## src/rtl/div_pkg.sv

```systemverilog
// Shared types and sizing helpers for the non-restoring divider slice.
package div_pkg;

  localparam int unsigned DIV_WIDTH = 16;

  typedef enum logic [1:0] {
    ST_IDLE = 2'd0,
    ST_CALC = 2'd1,
    ST_FIX  = 2'd2,
    ST_DONE = 2'd3
  } div_state_e;

  // Counter must hold the value WIDTH itself, hence WIDTH+1.
  function automatic int unsigned cnt_w(input int unsigned w);
    return $clog2(w + 1);
  endfunction

endpackage

```

## src/rtl/nonrestoring_divider_controller.sv

```systemverilog
// Divider sequencing FSM: iteration counter, busy/done flags and datapath strobes.
module divider_controller
  import div_pkg::*;
#(
  parameter int unsigned WIDTH = DIV_WIDTH,
  parameter int unsigned CNT_W = cnt_w(WIDTH)
) (
  input  logic clk,
  input  logic rst,
  input  logic start,
  input  logic divisor_zero,
  input  logic a_sign,
  output logic busy,
  output logic done,
  output logic ld_c,
  output logic ld_zero_c,
  output logic sft_addsub_c,
  output logic fix_c,
  output logic fix_add_c,
  output logic ld_out_c
);

  div_state_e       state_q, state_d;
  logic [CNT_W-1:0] cnt_q, cnt_d;
  logic             busy_q, busy_d;
  logic             done_q, done_d;
  logic             cnt_last;

  assign cnt_last = (cnt_q == CNT_W'(1));
  assign busy     = busy_q;
  assign done     = done_q;

  always_ff @(posedge clk) begin
    if (rst) begin
      state_q <= ST_IDLE;
      cnt_q   <= '0;
      busy_q  <= 1'b0;
      done_q  <= 1'b0;
    end else begin
      state_q <= state_d;
      cnt_q   <= cnt_d;
      busy_q  <= busy_d;
      done_q  <= done_d;
    end
  end

  always_comb begin
    state_d      = state_q;
    cnt_d        = cnt_q;
    busy_d       = busy_q;
    done_d       = 1'b0;
    ld_c         = 1'b0;
    ld_zero_c    = 1'b0;
    sft_addsub_c = 1'b0;
    fix_c        = 1'b0;
    fix_add_c    = 1'b0;
    ld_out_c     = 1'b0;
    case (state_q)
      ST_IDLE, ST_DONE: begin
        state_d = ST_IDLE;
        if (start) begin
          if (divisor_zero) begin
            ld_zero_c = 1'b1;
            done_d    = 1'b1;
            state_d   = ST_DONE;
          end else begin
            ld_c    = 1'b1;
            cnt_d   = CNT_W'(WIDTH);
            busy_d  = 1'b1;
            state_d = ST_CALC;
          end
        end
      end
      ST_CALC: begin
        sft_addsub_c = 1'b1;
        cnt_d        = cnt_q - CNT_W'(1);
        if (cnt_last) state_d = ST_FIX;
      end
      ST_FIX: begin
        // Negative partial remainder needs one restoring add before publishing.
        fix_c     = 1'b1;
        fix_add_c = a_sign;
        ld_out_c  = 1'b1;
        busy_d    = 1'b0;
        done_d    = 1'b1;
        state_d   = ST_DONE;
      end
      default: state_d = ST_IDLE;
    endcase
  end

endmodule

```

## src/rtl/nonrestoring_divider.sv

```systemverilog
// Sequential non-restoring divider, one quotient bit per clock.
// Define DIV_SIGNED_EN for two's-complement operands (truncating division).
module nonrestoring_divider
  import div_pkg::*;
#(
  parameter int unsigned WIDTH = DIV_WIDTH,
  parameter int unsigned CNT_W = cnt_w(WIDTH)
) (
  input  logic             clk,
  input  logic             rst,
  input  logic             start,
  input  logic [WIDTH-1:0] dividend,
  input  logic [WIDTH-1:0] divisor,
  output logic             busy,
  output logic             done,
  output logic [WIDTH-1:0] quotient,
  output logic [WIDTH-1:0] remainder,
  output logic             div_by_zero
);

  localparam int unsigned AW = WIDTH + 1;

  logic [AW-1:0]    a_q, a_d;
  logic [WIDTH-1:0] q_q, q_d;
  logic [WIDTH-1:0] m_q, m_d;
  logic [WIDTH-1:0] quotient_q, quotient_d;
  logic [WIDTH-1:0] remainder_q, remainder_d;
  logic             dbz_q, dbz_d;

  logic ld_c, ld_zero_c, sft_addsub_c, fix_c, fix_add_c, ld_out_c;
  logic busy_ctl, done_ctl;

  logic [AW-1:0]    a_sh, a_step, a_fix;
  logic [WIDTH-1:0] dvd_mag, dvs_mag;
  logic [WIDTH-1:0] q_res, r_res;

  divider_controller #(
    .WIDTH (WIDTH),
    .CNT_W (CNT_W)
  ) u_ctrl (
    .clk          (clk),
    .rst          (rst),
    .start        (start),
    .divisor_zero (divisor == '0),
    .a_sign       (a_q[AW-1]),
    .busy         (busy_ctl),
    .done         (done_ctl),
    .ld_c         (ld_c),
    .ld_zero_c    (ld_zero_c),
    .sft_addsub_c (sft_addsub_c),
    .fix_c        (fix_c),
    .fix_add_c    (fix_add_c),
    .ld_out_c     (ld_out_c)
  );

  assign busy        = busy_ctl;
  assign done        = done_ctl;
  assign quotient    = quotient_q;
  assign remainder   = remainder_q;
  assign div_by_zero = dbz_q;

  // Shift {A,Q} and add or subtract M depending on the current sign of A.
  always_comb begin
    a_sh   = {a_q[WIDTH-1:0], q_q[WIDTH-1]};
    a_step = a_q[AW-1] ? (a_sh + {1'b0, m_q}) : (a_sh - {1'b0, m_q});
    a_fix  = fix_add_c ? (a_q + {1'b0, m_q}) : a_q;
  end

`ifdef DIV_SIGNED_EN
  logic q_neg_q, q_neg_d;
  logic r_neg_q, r_neg_d;

  always_ff @(posedge clk) begin
    if (rst) begin
      q_neg_q <= 1'b0;
      r_neg_q <= 1'b0;
    end else begin
      q_neg_q <= q_neg_d;
      r_neg_q <= r_neg_d;
    end
  end

  // Magnitudes feed the unsigned core; most-negative maps to itself, which is correct unsigned.
  always_comb begin
    dvd_mag = dividend[WIDTH-1] ? WIDTH'(-dividend) : dividend;
    dvs_mag = divisor[WIDTH-1]  ? WIDTH'(-divisor)  : divisor;
    q_neg_d = q_neg_q;
    r_neg_d = r_neg_q;
    if (ld_c) begin
      q_neg_d = dividend[WIDTH-1] ^ divisor[WIDTH-1];
      r_neg_d = dividend[WIDTH-1];
    end
    q_res = q_neg_q ? WIDTH'(-q_q) : q_q;
    r_res = r_neg_q ? WIDTH'(-a_fix[WIDTH-1:0]) : a_fix[WIDTH-1:0];
  end
`else
  always_comb begin
    dvd_mag = dividend;
    dvs_mag = divisor;
    q_res   = q_q;
    r_res   = a_fix[WIDTH-1:0];
  end
`endif

  always_comb begin
    a_d         = a_q;
    q_d         = q_q;
    m_d         = m_q;
    quotient_d  = quotient_q;
    remainder_d = remainder_q;
    dbz_d       = dbz_q;
    if (ld_c) begin
      a_d = '0;
      q_d = dvd_mag;
      m_d = dvs_mag;
    end
    if (sft_addsub_c) begin
      a_d = a_step;
      q_d = {q_q[WIDTH-2:0], ~a_step[AW-1]};
    end
    if (fix_c) a_d = a_fix;
    if (ld_out_c) begin
      quotient_d  = q_res;
      remainder_d = r_res;
      dbz_d       = 1'b0;
    end
    if (ld_zero_c) begin
      quotient_d  = '1;
      remainder_d = dividend;
      dbz_d       = 1'b1;
    end
  end

  always_ff @(posedge clk) begin
    if (rst) begin
      a_q         <= '0;
      q_q         <= '0;
      m_q         <= '0;
      quotient_q  <= '0;
      remainder_q <= '0;
      dbz_q       <= 1'b0;
    end else begin
      a_q         <= a_d;
      q_q         <= q_d;
      m_q         <= m_d;
      quotient_q  <= quotient_d;
      remainder_q <= remainder_d;
      dbz_q       <= dbz_d;
    end
  end

endmodule

```

## config.mk

```make
export PLATFORM = sky130hd
export DESIGN_NAME = nonrestoring_divider
export DESIGN_NICKNAME = d
export VERILOG_FILES = /design/src/rtl/div_pkg.sv /design/src/rtl/nonrestoring_divider_controller.sv /design/src/rtl/nonrestoring_divider.sv
export SDC_FILE = /design/constraint.sdc
export NUM_CORES = 1
export LEC_CHECK = 0
export CORE_UTILIZATION = 51
export CTS_BUF_LIST = sky130_fd_sc_hd__clkbuf_16
export CTS_CLUSTER_DIAMETER = 150
export DETAILED_ROUTE_END_ITERATION = 6
export PLACE_DENSITY = 0.83
export SLEW_MARGIN = 5
export SYNTH_ARGS = -nofsm -noshare
export SYNTH_HDL_FRONTEND = slang
export SYNTH_SLANG_ARGS = --single-unit
```

## constraint.sdc

```tcl
create_clock -name clk -period 3 [get_ports clk]
set_input_delay 0.6 -clock clk [delete_from_list [all_inputs] [get_ports clk]]
set_output_delay 0.6 -clock clk [all_outputs]
set_load 0.02 [all_outputs]
```

==> results.toml <==
[detailed_routing]
ant_nets = 0
wirelength_microns = 20300
initialDrtViolationCount = 696
num_vias = 6471
vias_per_cell = 6.35
wire_per_inst_microns = 19.9
drt-pass1-iter-count = 5
drc = 0

[place]
gp_congestion = 0.978
place_area_sq_mm = 0.00704
dpl.hpwl_microns = 14300
numPortBuffers = 69

[grt]
antenna_found_initial = 0
grt_overflow = 0
grt.total_usage_pct = 34.4
grt_pass1_wl_microns = 31500
grt_pass1_vias = 6115
grt_max_degree = 50

[clock_tree]
cts_sinks = 91
h-tree-depth = 3
clock_path_buffers = 2
cts_tree = "yes"
clock_latency_ns = 0.35
clk_pin_slew_worst_paths_ns = 0.07
cts_root_buffer = "clkbuf_16"
cts_made_buffers = 9

[power]
switching_share_pct = 47.1
combPwrFrac_pct = 65.5
internal-power_mw = 4.57
ir_drop_mv = 0.661
power.net_switching_mw = 4.07
finalPower_mw = 8.64
p_leak_nw = 3.11
power_density_mw_per_mm2 = 1140
pwr-share-clk_pct = 13.3
p_seq_share_pct = 21.2

[yosys]
ys_types = 64
ys_warn_count = 0
syn_area_sq_mm = 0.00591
netlist_instances = 772
synth_flop_cell = "dfxtp_1"
synthArstFlopShare_pct = 0
syn_nets = 847
ys_ff_latch = 91
syn_area_per_cell_sq_um = 7.66
synth_edf_count = 0
yosysSeqAreaShare_pct = 30.8

[floorplan]
start_util_pct = 53.4
die_area_sq_mm = 0.0120
die_x_microns = 110
ioPinCount = 70
core_sq_mm = 0.0111
num_rows = 38
fp.dieH_microns = 110

[timing]
max_slew_margin_pct = 30.3
period_share_pct = 104
fin_ws_ns = -0.122
finalSetupViolCount = 6
slew_viol_final = 0
clock_skew_ns = 0.00824
rsz0062_at_grt = "yes"
fmax_mhz = 320
finalHoldViolations = 0
fin_crit_ns = 3.12
tightest_slew_ns = 1.04

[finish]
drive_gt1_share_pct = 14.6
final_common_cell = "a21oi_1"
antennaDiodeCount = 0
fin_area_sq_mm = 0.00757
mostFrequentLayoutCells = "a21oi_1 (117), nand2_1 (104), dfxtp_1 (89)"
areaGrowthSynthToFinish_pct = 28.1
fin_nets = 950

[worst_hold_path]
hp-class = "flip-flop to flip-flop"
hold_path_depth = 2

[worst_setup_path]
startpoint_type = "flip-flop"
required_ns = 3.21
end_kind = "flip-flop"
crit_arrival_ns = 3.34
path_max_fanout = 5
worstRegToRegCells = 14
worstSetupPathType = "flip-flop to flip-flop"

[run]
maxCapViolCount = 0

[outcome]
status = "complete, but fails checks"
violations = "setup timing"
-- path summary, 6_finish.rpt --
check                                start                       end  slack (ns)
setup / recovery       m_q[1]$_SDFFE_PP0P_      a_q[13]$_SDFFE_PP0P_       -0.12
hold / removal    div_by_zero$_SDFFE_PP0P_  div_by_zero$_SDFFE_PP0P_        0.47
setup reg to reg       m_q[1]$_SDFFE_PP0P_      a_q[13]$_SDFFE_PP0P_       -0.12
hold reg to reg   div_by_zero$_SDFFE_PP0P_  div_by_zero$_SDFFE_PP0P_        0.47
-- cells in the mapped netlist, types with 3 or more instances --
cell	instances	area share, %
and4_1	4	0.59
a41oi_1	3	0.44
mux2i_1	26	4.4
nand4_1	5	0.53
buf_2	6	0.51
nor3_1	12	1.0
o21a_1	3	0.38
and3_1	5	0.53
a31oi_1	7	0.74
dfxtp_1	91	31
a21o_1	17	2.2
nand3_1	11	0.93
a22oi_1	3	0.38
nand3b_1	3	0.38
ha_1	38	8.0
clkbuf_1	33	2.1
a21oi_2	3	0.44
a221oi_1	8	1.2
a211oi_1	17	2.2
o21ai_0	33	2.8
or3_1	5	0.53
nand2_1	105	6.7
xor2_1	19	2.8
a21oi_1	124	10
o21bai_1	4	0.51
xnor2_1	11	1.6
buf_1	5	0.32
inv_1	24	1.5
a311oi_1	4	0.59
nor2b_1	6	0.63
nor4_1	6	0.63
nand2b_1	9	0.95
nor2_1	76	4.8
o211ai_1	6	0.76
-- cells by family (layout without fill, tap and decap cells) --
| group | after synthesis | in the layout | share of synthesized area [%] |
|---|---|---|---|
| AND/OR/NAND/NOR | 258 | 258 | 19.9 |
| AO/OA/AOI/OAI | 256 | 256 | 26.7 |
| flip-flops | 91 | 91 | 30.8 |
| buffers and inverters | 69 | 176 | 4.51 |
| adder cells (fa/ha/maj) | 40 | 40 | 8.72 |
| XOR/XNOR | 31 | 31 | 4.72 |
| multiplexers | 27 | 27 | 4.59 |
-- metal layers --
layer | track usage, % | part of all wire (%) | wire [microns]
met1 | 44.5 | 40 | 8110
met2 | 55.5 | 46 | 9330
met3 | 8.42 | 11 | 2170
met4 | 12.9 | 3.2 | 654
met5 | 0 | 0 | 0
-- power groups by stage --
stage,clock network [mW],registers [mW],logic [mW]
after global routing,1.20,1.85,6.09
after CTS,1.16,1.80,5.16
after global placement,0,1.81,4.74
after detailed placement,0,1.82,4.95
final,1.15,1.83,5.66
after floorplan,0,1.83,3.32
-- flip-flops by register name, summed over array words and instances (netlist names) --
signal and flops:
u_ctrl.done 1, m_q 16, quotient 16, u_ctrl.state_q 2, a_q 17, q_q 16, div_by_zero 1, remainder 16
u_ctrl.cnt_q 5, u_ctrl.busy 1
-- through the flow --
step	std cells	setup TNS, ns	util (%)	setup WS [ns]	hold WS, ns
after global routing	1019	-1.59	68.4	-0.264	0.498
after CTS	1010	-0.159	67.1	-0.0658	0.460
after detailed placement	991	-0.565	63.6	-0.150	0.452
final	1019	-0.484	68.4	-0.122	0.465
after global placement	991	0	63.6	0.00461	0.444
after floorplan	772	-0.00968	-	-0.00636	0.460
-- worst max-delay path, cell delays in order (launching register included) --
cell,delay [ns]
dfxtp_2,0.33
inv_2,0.07
ha_4,0.12
or4b_4,0.51
nor3b_4,0.25
a21oi_1,0.11
xor2_1,0.16
ha_1,0.39
a21oi_2,0.10
buf_4,0.14
buf_4,0.12
buf_4,0.13
and3_1,0.15
o21ai_0,0.27
a41oi_1,0.16
-- final cells by class --
type	instances	area (sq um)
Sequential cell	91	1820
Clock inverter	6	67.6
Multi-Input combinational cell	612	3990
Tap cell	140	175
Inverter	25	93.8
Timing Repair Buffer	136	1200
Fill cell	869	3500
Clock buffer	9	225
-- timing repair --
item | in CTS | in global routing
cloned | 0 | 0
gates resized for setup | 17 | 24
hold buffers | 0 | 0
pin swaps | 13 | 28
buffers inserted | 4 | 9
endpoints found under the setup margin | 10 | 11
Note: power is estimated with default switching activity, not from simulation.
